--- src/rtl/mcs4_bus_sequencer.sv ---
// MCS-4 eight-slot instruction-cycle sequencer and multiplexed bus controller.
// Generates A1..X3 from sysclk, drives/samples the bus and asserts SYNC/CM strobes.
module mcs4_bus_sequencer #(
    parameter int unsigned DATA_W    = 4,
    parameter int unsigned NUM_CMRAM = 4,
    parameter int unsigned BANK_W    = 2,
    parameter int unsigned SLOT_CYC  = 4
) (
    input  logic                   sysclk,
    input  logic                   poc_n,
    input  logic                   hold,
    input  logic [3*DATA_W-1:0]    pc,
    input  logic                   io_cmd,
    input  logic                   src_cmd,
    input  logic                   wr_cmd,
    input  logic [DATA_W-1:0]      wr_data,
    input  logic [2*DATA_W-1:0]    src_data,
    input  logic                   dcl_en,
    input  logic [BANK_W-1:0]      dcl_val,
    input  logic [DATA_W-1:0]      data_in,
    output logic [DATA_W-1:0]      data_out,
    output logic                   data_dir,
    output logic [2*DATA_W-1:0]    opr_opa,
    output logic                   instr_valid,
    output logic [DATA_W-1:0]      rd_data,
    output logic                   rd_valid,
    output logic [7:0]             slot,
    output logic                   sync,
    output logic                   cmrom,
    output logic [NUM_CMRAM-1:0]   cmram
);

    localparam int unsigned CntW = (SLOT_CYC > 1) ? $clog2(SLOT_CYC) : 1;

    typedef enum logic [7:0] {
        SlotA1 = 8'h01,
        SlotA2 = 8'h02,
        SlotA3 = 8'h04,
        SlotM1 = 8'h08,
        SlotM2 = 8'h10,
        SlotX1 = 8'h20,
        SlotX2 = 8'h40,
        SlotX3 = 8'h80
    } slot_e;

    slot_e                 slot_q, slot_d;
    logic [CntW-1:0]       cnt_q, cnt_d;
    logic                  io_q, io_d, src_q, src_d, wr_q, wr_d;
    logic [DATA_W-1:0]     opr_q, opr_d;
    logic [BANK_W-1:0]     bank_q, bank_d;
    logic [DATA_W-1:0]     data_out_q, data_out_d;
    logic                  data_dir_q, data_dir_d;
    logic [2*DATA_W-1:0]   opr_opa_q, opr_opa_d;
    logic                  instr_valid_q, instr_valid_d;
    logic [DATA_W-1:0]     rd_data_q, rd_data_d;
    logic                  rd_valid_q, rd_valid_d;
    logic                  sync_q, sync_d;
    logic                  cmrom_q, cmrom_d;
    logic [NUM_CMRAM-1:0]  cmram_q, cmram_d;

    logic slot_end;
    logic cm_line;

    assign slot_end = (cnt_q == CntW'(SLOT_CYC - 1));

    always_comb begin
        slot_d        = slot_q;
        cnt_d         = cnt_q;
        io_d          = io_q;
        src_d         = src_q;
        wr_d          = wr_q;
        opr_d         = opr_q;
        bank_d        = bank_q;
        data_out_d    = data_out_q;
        data_dir_d    = data_dir_q;
        opr_opa_d     = opr_opa_q;
        instr_valid_d = instr_valid_q;
        rd_data_d     = rd_data_q;
        rd_valid_d    = rd_valid_q;
        sync_d        = sync_q;
        cmrom_d       = cmrom_q;
        cmram_d       = cmram_q;
        cm_line       = 1'b0;

        // A held slot end freezes every register, outputs included.
        if (!(slot_end && hold)) begin
            instr_valid_d = 1'b0;
            rd_valid_d    = 1'b0;
            if (slot_end) begin
                cnt_d = '0;
                unique case (slot_q)
                    SlotA1: slot_d = SlotA2;
                    SlotA2: slot_d = SlotA3;
                    SlotA3: slot_d = SlotM1;
                    SlotM1: begin
                        slot_d = SlotM2;
                        io_d   = io_cmd;
                        src_d  = src_cmd;
                        wr_d   = wr_cmd;
                        opr_d  = data_in;
                    end
                    SlotM2: begin
                        slot_d        = SlotX1;
                        opr_opa_d     = {opr_q, data_in};
                        instr_valid_d = 1'b1;
                    end
                    SlotX1: slot_d = SlotX2;
                    SlotX2: begin
                        slot_d = SlotX3;
                        if (io_q && !src_q && !wr_q) begin
                            rd_data_d  = data_in;
                            rd_valid_d = 1'b1;
                        end
                    end
                    SlotX3: begin
                        slot_d = SlotA1;
                        if (dcl_en) begin
                            bank_d = dcl_val;
                        end
                    end
                    default: slot_d = SlotA1;
                endcase
            end else begin
                cnt_d = cnt_q + CntW'(1);
            end

            // Outputs are computed for the slot being entered so they align with slot.
            data_dir_d = 1'b0;
            unique case (slot_d)
                SlotA1: begin
                    data_dir_d = 1'b1;
                    data_out_d = pc[DATA_W-1:0];
                end
                SlotA2: begin
                    data_dir_d = 1'b1;
                    data_out_d = pc[2*DATA_W-1:DATA_W];
                end
                SlotA3: begin
                    data_dir_d = 1'b1;
                    data_out_d = pc[3*DATA_W-1:2*DATA_W];
                end
                SlotX2: begin
                    if (src_d) begin
                        data_dir_d = 1'b1;
                        data_out_d = src_data[2*DATA_W-1:DATA_W];
                    end else if (wr_d) begin
                        data_dir_d = 1'b1;
                        data_out_d = wr_data;
                    end
                end
                SlotX3: begin
                    if (src_d) begin
                        data_dir_d = 1'b1;
                        data_out_d = src_data[DATA_W-1:0];
                    end
                end
                default: ;
            endcase

            cmrom_d = (slot_d == SlotA3) || ((slot_d == SlotM2) && io_d);
            cm_line = cmrom_d || ((slot_d == SlotX2) && src_d);
            for (int unsigned i = 0; i < NUM_CMRAM; i++) begin
                cmram_d[i] = cm_line && (bank_d == BANK_W'(i));
            end
            sync_d = (slot_d == SlotX3);
        end
    end

    always_ff @(posedge sysclk or negedge poc_n) begin
        if (!poc_n) begin
            slot_q        <= SlotA1;
            cnt_q         <= '0;
            io_q          <= 1'b0;
            src_q         <= 1'b0;
            wr_q          <= 1'b0;
            opr_q         <= '0;
            bank_q        <= '0;
            data_out_q    <= '0;
            data_dir_q    <= 1'b1;
            opr_opa_q     <= '0;
            instr_valid_q <= 1'b0;
            rd_data_q     <= '0;
            rd_valid_q    <= 1'b0;
            sync_q        <= 1'b0;
            cmrom_q       <= 1'b0;
            cmram_q       <= '0;
        end else begin
            slot_q        <= slot_d;
            cnt_q         <= cnt_d;
            io_q          <= io_d;
            src_q         <= src_d;
            wr_q          <= wr_d;
            opr_q         <= opr_d;
            bank_q        <= bank_d;
            data_out_q    <= data_out_d;
            data_dir_q    <= data_dir_d;
            opr_opa_q     <= opr_opa_d;
            instr_valid_q <= instr_valid_d;
            rd_data_q     <= rd_data_d;
            rd_valid_q    <= rd_valid_d;
            sync_q        <= sync_d;
            cmrom_q       <= cmrom_d;
            cmram_q       <= cmram_d;
        end
    end

    assign slot        = slot_q;
    assign data_out    = data_out_q;
    assign data_dir    = data_dir_q;
    assign opr_opa     = opr_opa_q;
    assign instr_valid = instr_valid_q;
    assign rd_data     = rd_data_q;
    assign rd_valid    = rd_valid_q;
    assign sync        = sync_q;
    assign cmrom       = cmrom_q;
    assign cmram       = cmram_q;

endmodule
--- config.mk ---
export PLATFORM = sky130hd
export DESIGN_NAME = mcs4_bus_sequencer
export DESIGN_NICKNAME = d
export VERILOG_FILES = /design/src/rtl/mcs4_bus_sequencer.sv
export SDC_FILE = /design/constraint.sdc
export NUM_CORES = 1
export LEC_CHECK = 0
export CAP_MARGIN = 40
export CORE_AREA = 4 4 79 81
export CTS_BUF_LIST = sky130_fd_sc_hd__clkbuf_8
export DETAILED_ROUTE_END_ITERATION = 10
export DIE_AREA = 0 0 83 85
export MAX_ROUTING_LAYER = met4
export PLACE_DENSITY = 0.78
export SLEW_MARGIN = 40
export SYNTH_ARGS = -nofsm -noshare
export SYNTH_HDL_FRONTEND = slang
export SYNTH_SLANG_ARGS = --single-unit
--- constraint.sdc ---
create_clock -name sysclk -period 2.5 [get_ports sysclk]
set_input_delay 0.375 -clock sysclk [delete_from_list [all_inputs] [get_ports sysclk]]
set_output_delay 0.375 -clock sysclk [all_outputs]
set_load 0.03 [all_outputs]
==> results.md, run 1 <==
- Via-to-Cell Ratio: between 5 and 6
- Crit Path Class: flip-flop to flip-flop
- Vias: 2306
- Post-Syn Instances: roughly 240
- WP data required: approximately 2.7 ns
- Status: finished with violations
- Total power: about 5000 µW
- Width of the die: 83 µm
- First-pass GRT wire length: 12030 µm
- Finished Core Util: 70.58%
- Clock Latency Late Sink: 0.29 ns
- Worst-path clk slew: 0.08 ns
- Gpl congestion: 0.8599
- M2 GR Usage: between 30% and 40%
- Clock Path Buffers: 2
- CP startpoint kind: flip-flop
- Hold Crit Class: input port to asynchronous set/reset pin
- IO Port Bufs: 69
- Setup violations, final: 5
- TritonCTS clock tree: yes
- Avg Cell Area, Syn: 10.35 µm²
- Vias in the first global route: 2532
- Part of the cycle the worst path needs: 104.1%
- Worst Tran Pin Value: 0.4380 ns
- Fin. Hold Viols: 0
- GRT Max-Usage Layer: met2
- DRT iter0 DRCs: 96
- Syn Nets: 274
- Inserted Diodes: 0
- Crit Reg-Reg Startpoint: slot[0]
- Largest net degree at the start of global routing: 45
- Critical path data arrival time: 2.79 ns
- Layout fillers: 420
- Core ar.: 0.005473 mm²
- GR Layer Usage met3: 5.534%
- # IOs: 70
- Wire per inst: 16.53 µm
- Pre-CTS WS: -0.09888 ns
- Ys flop type: dfrtp_1
- Area contributors post-synth: dfrtp_1 (43%), mux2_2 (11%), nand2_1 (4.1%), mux2i_1 (2.5%), o21ai_0 (2.5%)
- CP max FO: 8
- DRC: 0
- Final ANT Viol Nets: 0
- Failing checks: setup timing
- Worst setup startpoint: slot[0]
- Die height: between 80 and 90 µm
- Clk root buf: clkbuf_8
- Pwr per Cell Area: between 1000 and 1500 mW/mm²
- #FFs+latches synth: 44
- Hold-fix buffers at CTS: 0
- Tot GR Track Use: 21.55%
- Endpoint class of the critical path: flip-flop
- Routed WL: 7043 µm
- Slew Limit Headroom: between 70 and 80%
- Count of unique library cells instantiated by Yosys: 51
- First-pass iteration count of the detailed router: 4
- Max cap viols: 0
- Min Clock Period, post-route: around 2.6 ns
- F_max: 384.2 MHz
- # rows: 27
- Unrepaired setup endpoints after global routing: true
- Slew Limit Fails: 0
- Sequential area share after synthesis: 45.16%
- Post-DP HPWL: approximately 5000 µm
- H-tree depth: 2
- Setup Skew: 0.005612 ns
- Clk sinks: 44
- Most frequent cells in the layout: clkdlybuf4s50_1 (68), buf_4 (46), dfrtp_1 (35), nand2_1 (27), mux2_2 (20)
- Synth top area share: 43.01%
- TritonCTS Buffers: 5
- VDD IR max: 0.6878 mV
- Total die area: 0.007055 mm²
- Pleak: 0.001699 µW
- Ys async rst share: 100.0%
- Commonest non-fill, non-tap cell in the layout: clkdlybuf4s50_1
- Mapped Area: 0.002444 mm²
- Initial antenna violation count: 0
- Synth warn: 0
- Starting density of the core: 44.65%
- Nets@finish: 391
- Post-route setup slack: -0.1030 ns
- Total grt overflow: 0
- Area delta synth->final: 58.06%
- Number of synthesized flops with an enable pin: 0
- Largest area contributor in the netlist: dfrtp_1
- Share of post-route cells with drive strength above 1: 32.77%
- M1 GR Usage: about a quarter
-- sequential cells by signal, summed over array words and instances (netlist names) --
| signal | flops |
|---|---|
| opr_opa | 8 |
| cnt_q | 2 |
| data_out | 4 |
| rd_valid | 1 |
| slot | 8 |
| wr_q | 1 |
| io_q | 1 |
| instr_valid | 1 |
| bank_q | 2 |
| src_q | 1 |
| opr_q | 4 |
| rd_data | 4 |
| cmrom | 1 |
| data_dir | 1 |
| sync | 1 |
| cmram | 4 |
-- final timing paths --
| check | endpoint | slack (ns) | cells past startpoint |
|---|---|---|---|
| min reg2reg | rd_valid | 0.49 | 1 |
| max | data_out[3] | -0.10 | 8 |
| max in group asynchronous | slot[0] | 2.19 | 2 |
| max reg2reg | data_out[3] | -0.10 | 8 |
| min in group sysclk | rd_valid | 0.49 | 1 |
| min | instr_valid | 0.04 | 2 |
-- layer usage --
| metal | wire length, µm | vias to the layer above |
|---|---|---|
| met5 | 0 | - |
| li1 | - | 1109 |
| met4 | 125 | 0 |
| met1 | 2994 | 1088 |
| met3 | 452 | 13 |
| met2 | 3470 | 96 |
-- critical path, stage by stage (launching register included) --
cell and delay (ns):
dfstp_2 0.63, or4b_1 0.18, o41ai_1 0.08, o21ai_1 0.20
a31oi_1 0.17, or4_4 0.52, a211oi_4 0.28, buf_6 0.16
mux2_4 0.29
-- synth_stat cells, types with 3 or more instances --
cell       number
nor2b_1         6
clkbuf_1        6
nand4_1         7
o2bb2ai_1       5
mux2i_1         6
buf_2           7
a21oi_1         5
nand3_1        11
nor3_1          6
inv_1           7
dfrtp_1        42
a21o_1          3
o21ai_0        12
nor2_1         11
a22o_1          4
nand2_1        27
mux2_2         23
a211o_1         4
-- stage by stage --
stage | TNS [ns] | std cells | cell area, µm² | hold slack [ns]
2_1_floorplan | -0.3000 | 236 | 2549 | 0.07941
3_3_place_gp | -0.1420 | 402 | 3553 | 0.3694
3_5_place_dp | -0.3899 | 402 | 3553 | 0.3713
4_1_cts | -0.1837 | 425 | 3842 | 0.04753
5_1_grt | -1.081 | 426 | 3862 | 0.05568
6_report | -0.3883 | 426 | 3862 | 0.04465
-- cells by family (layout without fill, tap and decap cells) --
family                   count (synthesis)  count (layout)  synth area share (%)
buffers and inverters                   20             138                 3.431
adder cells (fa/ha/maj)                  1               1                0.5120
flip-flops                              44              44                 45.16
XOR/XNOR                                 1               1                0.3585
multiplexers                            29              29                 13.06
AO/OA/AOI/OAI                           50              50                 15.72
AND/OR/NAND/NOR                         91              91                 21.76
-- power breakdown --
| group | internal, µW | switching (µW) |
|---|---|---|
| combinational | 1730 | 1640 |
| clock | 291 | 229 |
| sequential | 928 | 165 |
-- timing repair --
item / in CTS / in global routing
setup endpoints to repair: 4 / 9
buffers inserted: 16 / 1
resized for setup: 17 / 4
pin swaps: 9 / 6
-- cell type report --
type	count	area, µm²	share of cell area [%]
multi-input cells	172	1395	36.12
repair buffers	123	1132	29.32
well taps	72	90.09	2.332
clock inverters	3	37.54	0.9718
clock buffers	5	68.82	1.782
inverters	7	26.28	0.6803
flip-flops and latches	44	1112	28.80
No activity file was read; power rests on OpenSTA's default activity.
==> inputs of run 2 (changes only) <==
==> constraint.sdc (replaced) <==
create_clock -name sysclk -period 2.22 [get_ports sysclk]
set_input_delay 0.333 -clock sysclk [delete_from_list [all_inputs] [get_ports sysclk]]
set_output_delay 0.333 -clock sysclk [all_outputs]
set_load 0.02 [all_outputs]
==> run 2 against run 1 <==
Compared with the run above:
- the run still ends with setup timing left
- clock-buffer cell count is the same
- clock power shrank 4.2%
- core utilization grew 3.8 points
- sequential power grew 14%
- register-to-register slack lost 0.35 ns
- routed wire length grew 7.8%
- global-route usage grew 0.45 points
- first-iteration DRC count grew 31%
- sequential cell count is the same
- largest power group unchanged
==> results.md, run 2 (synthesis gave the netlist of run 1 again) <==
- Post-route setup slack: -0.4516 ns
- Fin area: 0.004070 mm²
- Hold-fix buffers at CTS: 0
- First-pass GRT wire length: 12290 µm
- Pleak: between 0.0015 and 0.002 µW
- Core ar.: 0.005473 mm²
- R2r setup slk: -0.45 ns
- Area delta synth->final: 66.56%
- VDD IR max: 0.8294 mV
- Total grt overflow: 0
- Status: finished with violations
- Most frequent cells in the layout: clkdlybuf4s50_1 (68), buf_4 (65), dfrtp_1 (36), nand2_1 (27), mux2_2 (18)
- Starting density of the core: 44.65%
- Clk root buf: clkbuf_8
- Min Clock Period, post-route: 2.672 ns
- Initial antenna violation count: 0
- Wire per inst: 17.06 µm
- CP startpoint kind: flip-flop
- First-pass iteration count of the detailed router: 4
- Layout fillers: 384
- DRT iter0 DRCs: roughly 130
- H-tree depth: 2
- Nets@finish: 410
- Clk sinks: 44
- # IOs: 70
- WP data required: 2.41 ns
- Slew Limit Headroom: 54.57%
- Fin. Hold Viols: 0
- Critical path data arrival time: 2.86 ns
- Tot GR Track Use: 21.99%
- Clock Path Buffers: 2
- TritonCTS clock tree: yes
- Hold Crit Class: input port to asynchronous set/reset pin
- Setup Skew: 0.005332 ns
- Worst R2R Path Depth: 8
- Crit-path max cell delay: 0.65 ns
- Critical-path cell list: nor4_4 -> nand4b_1 -> and3_4 -> a31oi_4 -> or4_4 -> a211oi_4 -> buf_6 -> mux2_4
- Setup TNS: -2.114 ns
- CP max-delay cell: dfstp_2
- Crit Path Class: flip-flop to flip-flop
- Gpl congestion: roughly 0.87
- Share of post-route cells with drive strength above 1: a little under 40%
- Cell Area, Placed: 0.003729 mm²
- Post-DP HPWL: 5348 µm
- Part of the cycle the worst path needs: 120.3%
- Width of the die: approximately 83 µm
- Die height: 85 µm
- DRC: 0
- Max cap viols: 0
- Inserted Diodes: 0
- Unrepaired setup endpoints after global routing: true
- Routed WL: between 7000 and 8000 µm
- Slew Limit Fails: 0
- Worst Tran Pin Value: ~0.68 ns
- Total die area: around 0.0071 mm²
- Vias: 2451
- Pwr per Cell Area: 1419 mW/mm²
- Failing checks: setup timing
- F_max: between 300 and 400 MHz
- Setup violations, final: 5
- Commonest non-fill, non-tap cell in the layout: clkdlybuf4s50_1
- Final ANT Viol Nets: 0
- IO Port Bufs: 69
- Via-to-Cell Ratio: roughly 5.5
- Vias in the first global route: ~2500
- R2r endpoint: data_out[1]
- Largest net degree at the start of global routing: 31
- Clock Latency Late Sink: roughly 0.3 ns
- TritonCTS Buffers: 5
- Crit Reg-Reg Startpoint: slot[0]
- Endpoint class of the critical path: flip-flop
- Finished Core Util: 74.37%
- Worst-path clk slew: 0.09 ns
- # rows: 27
- CP max FO: 8
## run 2: routing by layer
layer / wire length [µm] / global-route usage (%) / vias to the layer above / part of all wire (%)
met4: 104 / 6.092 / 0 / 1.4
met3: 422 / 5.243 / 10 / 5.6
met5: 0 / - / - / 0
met1: 3287 / 25.67 / 1198 / 43
met2: 3776 / 37.97 / 94 / 50
li1: - / - / 1149 / -
## run 2: cell type report
cell class	instances	area [µm²]	share of cell area (%)
Multi-Input combinational cell	173	1479	36.34
Clock inverter	3	16.27	0.3996
Timing Repair Buffer	141	1279	31.42
Inverter	7	26.28	0.6456
Clock buffer	5	68.82	1.691
Tap cell	72	90.09	2.213
Sequential cell	44	1111	27.30
## run 2: critical path: cells and delay by family (launching register included)
kind | cells | cell delay (ns)
compound gates | 2 | 0.36
buf+inv | 1 | 0.15
flops | 1 | 0.65
mux | 1 | 0.30
simple gates | 4 | 1.09
## run 2: what timing repair did
| item | in CTS | in global routing |
|---|---|---|
| buffers inserted | 12 | 2 |
| gates resized for setup | 28 | 10 |
| gates cloned | 0 | 1 |
| hold endpoints to repair | 0 | 0 |
| pin swaps | 8 | 8 |
| endpoints found under the setup margin | 21 | 23 |
## run 2: worst max path at each step
| stage | slack (ns) | endpoint | from | depth (start not counted) |
|---|---|---|---|---|
| after floorplan | -0.34 | data_out[0] | slot[4] | 8 |
| after global placement | -0.34 | data_out[0] | slot[2] | 9 |
| after detailed placement | -0.41 | data_out[1] | slot[3] | 7 |
| after CTS | -0.40 | data_out[1] | slot[0] | 8 |
| after global routing | -0.50 | data_out[1] | slot[2] | 10 |
| final | -0.45 | data_out[1] | slot[0] | 8 |
## run 2: power by group
part | total, µW | leakage [µW] | internal (µW) | switching (µW)
Combinational | 4030 | 0.00122 | 2180 | 1850
Clock | 498 | 0.0000507 | 216 | 282
Sequential | 1240 | 0.000560 | 1040 | 202
Total | 5780 | 0.00183 | 3440 | 2330
## run 2: stage by stage
stage | worst slack [ns] | cells | total power [µW] | hold WS [ns]
after floorplan | -0.3448 | 236 | 3154 | 0.03741
after global placement | -0.3423 | 423 | 4473 | 0.4084
after detailed placement | -0.4140 | 423 | 4558 | 0.4156
after CTS | -0.3957 | 443 | 5625 | 0.09221
after global routing | -0.4970 | 445 | 6084 | 0.1269
final | -0.4516 | 445 | 5777 | 0.06879
